`config.mk`:
```
export PLATFORM = sky130hd
export DESIGN_NAME = enc16to4_arb
export DESIGN_NICKNAME = d
export VERILOG_FILES = /design/src/rtl/enc16to4_arb.sv
export SDC_FILE = /design/constraint.sdc
export NUM_CORES = 1
export LEC_CHECK = 0
export BUFFER_PORTS_ARGS = -buffer_cell sky130_fd_sc_hd__buf_2
export CORE_MARGIN = 3
export CORE_UTILIZATION = 57
export CTS_BUF_LIST = sky130_fd_sc_hd__clkbuf_4
export DETAILED_ROUTE_END_ITERATION = 16
export GPL_TIMING_DRIVEN = 0
export PLACE_DENSITY = 0.93
export SYNTH_ARGS = -nofsm -noshare
export SYNTH_HDL_FRONTEND = slang
export SYNTH_SLANG_ARGS = --single-unit
```
`constraint.sdc`:
```
create_clock -name clk -period 5.3 [get_ports clk]
set_input_delay 0.53 -clock clk [delete_from_list [all_inputs] [get_ports clk]]
set_output_delay 0.53 -clock clk [all_outputs]
set_load 0.02 [all_outputs]
```
`src/rtl/enc16to4_arb.sv`:
```
// Sticky 16-line request capture encoded one index at a time onto a 4-bit code.
// Request-to-code latency 2 edges; a stalled code is held, and new requests still collect into pending.
module enc16to4_arb #(
    parameter bit RR = 1'b0
) (
    input  logic        clk,
    input  logic        rst,
    input  logic [15:0] req,
    output logic [3:0]  out_code,
    output logic        out_valid,
    input  logic        out_ready,
    output logic        out_multi,
    output logic [15:0] pending
);

    logic [15:0] r_pending;
    logic [3:0]  r_code;
    logic        r_valid;
    logic        r_multi;
    logic [3:0]  r_ptr;

    logic        w_acc;
    logic        w_load;
    logic [15:0] w_acc_oh;
    logic [15:0] w_cand;
    logic [3:0]  w_base;
    logic [3:0]  w_sel;
    logic        w_found;
    logic        w_multi;

    assign w_acc  = r_valid & out_ready;
    assign w_load = ~r_valid | w_acc;

    always_comb begin
        w_acc_oh = '0;
        if (w_acc) begin
            w_acc_oh[r_code] = 1'b1;
        end
    end

    // The index being accepted is masked so it can never be re-presented back-to-back.
    assign w_cand  = r_pending & ~w_acc_oh;
    assign w_multi = |(w_cand & (w_cand - 16'd1));
    assign w_base  = RR ? (r_ptr + 4'd1) : 4'd0;

    always_comb begin
        w_sel   = 4'd0;
        w_found = 1'b0;
        for (int i = 0; i < 16; i++) begin
            if (!w_found && w_cand[w_base + 4'(i)]) begin
                w_sel   = w_base + 4'(i);
                w_found = 1'b1;
            end
        end
    end

    always_ff @(posedge clk or posedge rst) begin
        if (rst) begin
            r_pending <= '0;
            r_code    <= 4'd0;
            r_valid   <= 1'b0;
            r_multi   <= 1'b0;
            r_ptr     <= 4'hF;
        end else begin
            r_pending <= w_cand | req;
            if (w_acc) begin
                r_ptr <= r_code;
            end
            if (w_load) begin
                if (w_found) begin
                    r_valid <= 1'b1;
                    r_code  <= w_sel;
                    r_multi <= w_multi;
                end else begin
                    r_valid <= 1'b0;
                end
            end
        end
    end

    assign out_code  = r_code;
    assign out_valid = r_valid;
    assign out_multi = r_multi;
    assign pending   = r_pending;

endmodule

```
**Word level (Yosys, flattened, before mapping)**

Index checks and enable logic that the tools add are counted.

- Add/subtract/negate cells: 1
- Magnitude comparators: 2
- Multiplexer cells: 35
- Bitwise operators: 7
- Reductions and logical operators: 33

Operators with widths:

| kind | number |
|---|---|
| AND 16 bit | 2 |
| 2-to-1 mux 4 bit | 8 |
| 2-to-1 mux 1 bit | 19 |
| logical AND 1 bit | 16 |
| 2-to-1 mux 16 bit | 1 |
| inverter 16 bit | 1 |
| bitwise OR 16 bit | 1 |
| OR reduction 16 bit | 1 |
| subtractor 16 x 1 -> 16 bit (second input constant) | 1 |
| logical NOT 1 bit | 15 |
| 2-to-1 mux 3 bit | 4 |
| less-than comparator 4 x 5 -> 1 bit (second input constant) | 1 |
| demux 1 bit (select 4 bit) | 1 |
| greater-or-equal comparator 4 x 1 -> 1 bit (second input constant) | 1 |
| 2-to-1 mux 2 bit | 2 |
| AND reduction 2 bit | 1 |
| AND 1 bit | 1 |
| inverter 1 bit | 1 |
| bitwise OR 1 bit | 1 |

- Register bits: 22
- Bits of input ports: 19
- Output and inout bits: 22
- Word-level logic and storage cells: 82

**Depth between registers and ports, before layout**

- Depth after elaboration: 54
- Gate-level depth with buffers: 8
- Depth with buffers taken out: 7

**Worst setup path before layout**

Ideal clock, no wire load.

- Path kind: flip-flop to flip-flop
- Start point: register r_code[2], in the netlist out_code[2]
- End point: register r_multi, in the netlist out_multi
- Library setup time: 126 ps
- Arrival time: 2344 ps
- Data required time: 5174 ps
- Setup slack: 2830 ps
- Stages on the path, launching flop included: 8
- Path buffers: 0
- Period minus slack after synthesis: 2470 ps
- Path through: dfrtp_1 -> or2_0 -> o21a_1 -> a211oi_4 -> nand4_4 -> nor3_2 -> mux2_1 -> o32a_1

- Cells in the longest elaborated chain, start to end: 54
- Elaborated cells between the ends (all ways): 58
- Classes of those cells: 1 x add/sub; 2 x order compare; 19 x mux; 3 x bitwise; 33 x reduce/logical

Ends and longest elaborated chain:

| what | line | source |
|---|---|---|
| start: declaration | 17 | `logic [3:0] r_code;` |
| start signal: assignment | 72 | `r_code <= w_sel;` |
| less-than comparator 4 x 5 -> 1 bit (implied by the code) / greater-or-equal comparator 4 x 1 -> 1 bit (equally long branches) | 37 | `w_acc_oh[r_code] = 1'b1;` |
| logical AND 1 bit (implied by the code) | 37 |  |
| 2-to-1 mux 1 bit (implied by the code) | 37 |  |
| demux 1 bit (select 4 bit) (*) | 37 |  |
| 2-to-1 mux 16 bit (*) | 36 | `if (w_acc) begin` |
| inverter 16 bit (*) | 42 | `assign w_cand = r_pending & ~w_acc_oh;` |
| AND 16 bit (*) | 42 |  |
| 2-to-1 mux 1 bit | 50 | `if (!w_found && w_cand[w_base + 4'(i)]) begin` |
| [38 not listed] | - |  |
| 2-to-1 mux 1 bit | 50 |  |
| logical NOT 1 bit | 50 |  |
| logical AND 1 bit | 50 |  |
| 2-to-1 mux 1 bit | 50 |  |
| logical NOT 1 bit | 50 |  |
| logical AND 1 bit | 50 |  |
| 2-to-1 mux 1 bit | 50 |  |
| AND reduction 2 bit (no line) | - |  |
| end signal: assignment | 73 | `r_multi <= w_multi;` |
| end: declaration | 19 | `logic r_multi;` |

Every way passes the cells marked *; elsewhere a longest branch is shown, timed or not.
A chain may end at the register's enable or synchronous reset.

**Worst setup path in the final report**

- Start point: register r_valid, in the netlist out_valid
- End point: register r_multi, in the netlist out_multi

- Cells in the longest elaborated chain, start to end: 51
- Elaborated cells between the ends (all ways): 56
- Classes of those cells: 1 x add/sub; 17 x mux; 6 x bitwise; 32 x reduce/logical

Ends and longest elaborated chain:

| what | line | source |
|---|---|---|
| start: declaration | 18 | `logic r_valid;` |
| start signal: assignment | 61 | `r_valid <= 1'b0;` |
| start signal: assignment | 71 | `r_valid <= 1'b1;` |
| start signal: assignment | 75 | `r_valid <= 1'b0;` |
| AND 1 bit | 31 | `assign w_acc = r_valid & out_ready;` |
| 2-to-1 mux 16 bit | 36 |  |
| inverter 16 bit | 42 |  |
| AND 16 bit | 42 |  |
| 2-to-1 mux 1 bit | 50 |  |
| logical NOT 1 bit | 50 |  |
| logical AND 1 bit | 50 |  |
| 2-to-1 mux 1 bit | 50 |  |
| [35 not listed] | - |  |
| 2-to-1 mux 1 bit | 50 |  |
| logical NOT 1 bit | 50 |  |
| logical AND 1 bit | 50 |  |
| 2-to-1 mux 1 bit | 50 |  |
| logical NOT 1 bit | 50 |  |
| logical AND 1 bit | 50 |  |
| 2-to-1 mux 1 bit | 50 |  |
| AND reduction 2 bit (no line) | - |  |

Several ways; a longest one is shown, not always the timed one.

==> impl_metrics.ini <==
[clock_network]
cts_repair_resize_count = 0
hold_buffers = 0
ctsLongestPathBuffers = 2
cts_tree = yes
cts.clk_slew.worst_paths_ps = 120
postCtsSetupBuffers = 0
clk_latency_ps = 310
cts_made_buffers = 3
cts_root_buffer = clkbuf_4
htree_num_levels = 1
clock-sinks = 22

[pwr]
clockPowerShare_pct = 23.7
switching_share_pct = 30.3
power.leakage_nw = 0.616
p_switching_uw = 98.0
ir_drop_uv = 173
p_comb_share_pct = 20.2
seq_power_share_pct = 56.2
p_int_uw = 226
pwr_density_cell_nw_per_um2 = 202

[global_route]
overflow = 0
grt_pass1_wl_um = 5310
grt_pass1_vias = 1215
grt_util_all_layers_pct = 25.0
grt_max_degree = 23
antenna_found_initial = 0

[cells_and_area]
nets = 206
register_area_um2 = 551
n_fill_cell = 166
multiInputGateArea_um2 = 767
layout-drive-gt1-share_pct = 33.0
antenna_cells = 0
utilization_pct = 76.1
syn_to_final_growth_pct = 19.1

[sta]
period_share_pct = 51.9
skew_ps = 10.2
worst_slew_pin_slew_ps = 844
final_hold_viol_count = 0
setup_viol = 0
fin_setup_tns_ps = 0
slew_violations = 0
slew_headroom_pct = 43.7
hold_ws_ps = 368
fin_crit_ps = 2750
rsz0062_at_grt = no
fmax_ghz = 0.363

[floorplan]
initial_core_util_pct = 63.9
io_pins = 41
core.rowCount = 16
die_h_um = 54.6
die_w_um = 54.6
core_um2 = 2100
die_area_um2 = 2980

[placed_design]
globalplace.congestion = 0.858
hpwl_um = 2540
port_buffers = 40

[route]
via_per_inst = 6.11
drt_wl_total_um = 3350
drcViolationCount = 0
vias = 1295
wl_per_cell_um = 15.8
first_pass_iters = 4
drtAntennaViolNets = 0
drtIter0Drc = 64

[worst_setup_path]
endpoint_kind = register
crit_slowest_cell = dfrtp_1
cp.required_ps = 5500
path_max_fanout = 9
worstPathArrival_ps = 2950
max_stage_delay_ps = 500
start_kind = register
cp_cell_sequence = nand4_1 > o21a_1 > a211oi_4 > nand4_4 > nor3_2 > mux2_1 > o32a_1
crit_type = reg2reg

[logic_synthesis]
synth_edf_count = 0
syn_nets = 161
ys_ff_latch = 22
postSynthAreaPerCell_um2 = 9.46
synth_cell_types = 49
synth_top_cell_by_area = dfrtp_1
yosysWarnings = 0
syn_inst = 142
ys_top_cells_by_area = dfrtp_1, nand2b_1, o21ai_0
ys_async_sr_fraction_pct = 100
synth-seq-area-share_pct = 41.0
synth_ff_type = dfrtp_1
synth_area_um2 = 1340
netlist.area_leader.share_pct = 41.0

[outcome]
status = finished, final reports clean

[min_path]
holdCritPathClass = in2async

[job]
cap_violations = 0
synth_stat cells, types with 2 or more instances:
library cell  number
a21o_1             3
a21oi_1            3
a31oi_1            2
dfrtp_1           22
inv_1              6
nand2_1           10
nand2b_1          16
nand3_1            2
nand4_1            3
nand4b_1           3
nor2_1             7
nor2b_1            2
o21a_1             7
o21ai_0           17
o22a_1             2
o22ai_1            2
or2_2              3
power by group through the flow:
stage | Combinational [mW] | Clock [mW] | Sequential, mW
final | 0.0653 | 0.0766 | 0.182
after global routing | 0.0712 | 0.0862 | 0.183
after CTS | 0.0654 | 0.0784 | 0.182
after detailed placement | 0.0652 | 0 | 0.185
after global placement | 0.0632 | 0 | 0.185
after floorplan | 0.0351 | 0 | 0.191
metal layers:
layer	up-vias	global-route usage, %	wire length [um]	part of all wire (%)
li1	608	-	-	-
met1	611	30.5	1360	41
met2	66	42.4	1630	49
met3	10	3.81	279	8.3
met4	0	12.9	76	2.3
met5	-	0	0	0
critical path: cells and delay by family, from the launching register on:
kind            cells  cell delay [ps]
compound gates      3              910
flops               1              500
mux                 1              360
simple gates        3              870
placed cells by master (no fill, tap or decap), types with 2 or more instances in the layout:
master	Yosys	final
o22ai_1	2	2
nand4_1	3	3
buf_2	0	40
or2_2	3	3
nand2b_1	16	16
nor2b_1	2	2
inv_1	6	6
nand2_1	10	10
nand3_1	2	2
nor2_1	7	7
dfrtp_1	22	22
a21o_1	3	3
o21a_1	7	7
a21oi_1	3	3
clkbuf_4	0	3
nand4b_1	3	3
o22a_1	2	2
a31oi_1	2	2
o21ai_0	17	17
flip-flops by register name (all words and copies together), names as in the netlist:
signal     cells
out_valid      1
out_multi      1
pending       16
out_code       4
layout make-up:
type | instances | area share, %
clock buffers | 3 | 1.41
flip-flops and latches | 22 | 34.4
multi-input cells | 113 | 47.9
repair buffers | 40 | 12.5
inverters | 6 | 1.41
plain buffers | 1 | 0.235
well taps | 27 | 2.11
worst paths after layout:
kind / cells after the start / startpoint / end / slack, ps
worst min-delay path: 2 / rst / pending[12] / 370
min in group clk: 2 / req[13] / pending[13] / 400
worst min register to register: 1 / out_multi / out_multi / 520
worst max register to register: 7 / out_valid / out_multi / 2550
max in group asynchronous: 2 / rst / pending[7] / 4400
worst max-delay path: 7 / out_valid / out_multi / 2550
kinds of logic after synthesis:
group,synth area share [%]
buf+inv,1.95
compound gates,27.1
mux,0.838
xor+xnor,0.652
flops,41.0
simple gates,27.7
fa+ha+maj,0.838
stage by stage:
step	power, mW	setup WS (ps)	instance area, um2	cells
6_report	0.324	2550	1600	212
5_1_grt	0.341	2390	1600	212
4_1_cts	0.326	2610	1600	212
3_5_place_dp	0.250	2450	1580	209
3_3_place_gp	0.248	2460	1580	209
2_1_floorplan	0.226	2830	1340	142
Note: power is estimated with default switching activity, not from simulation.
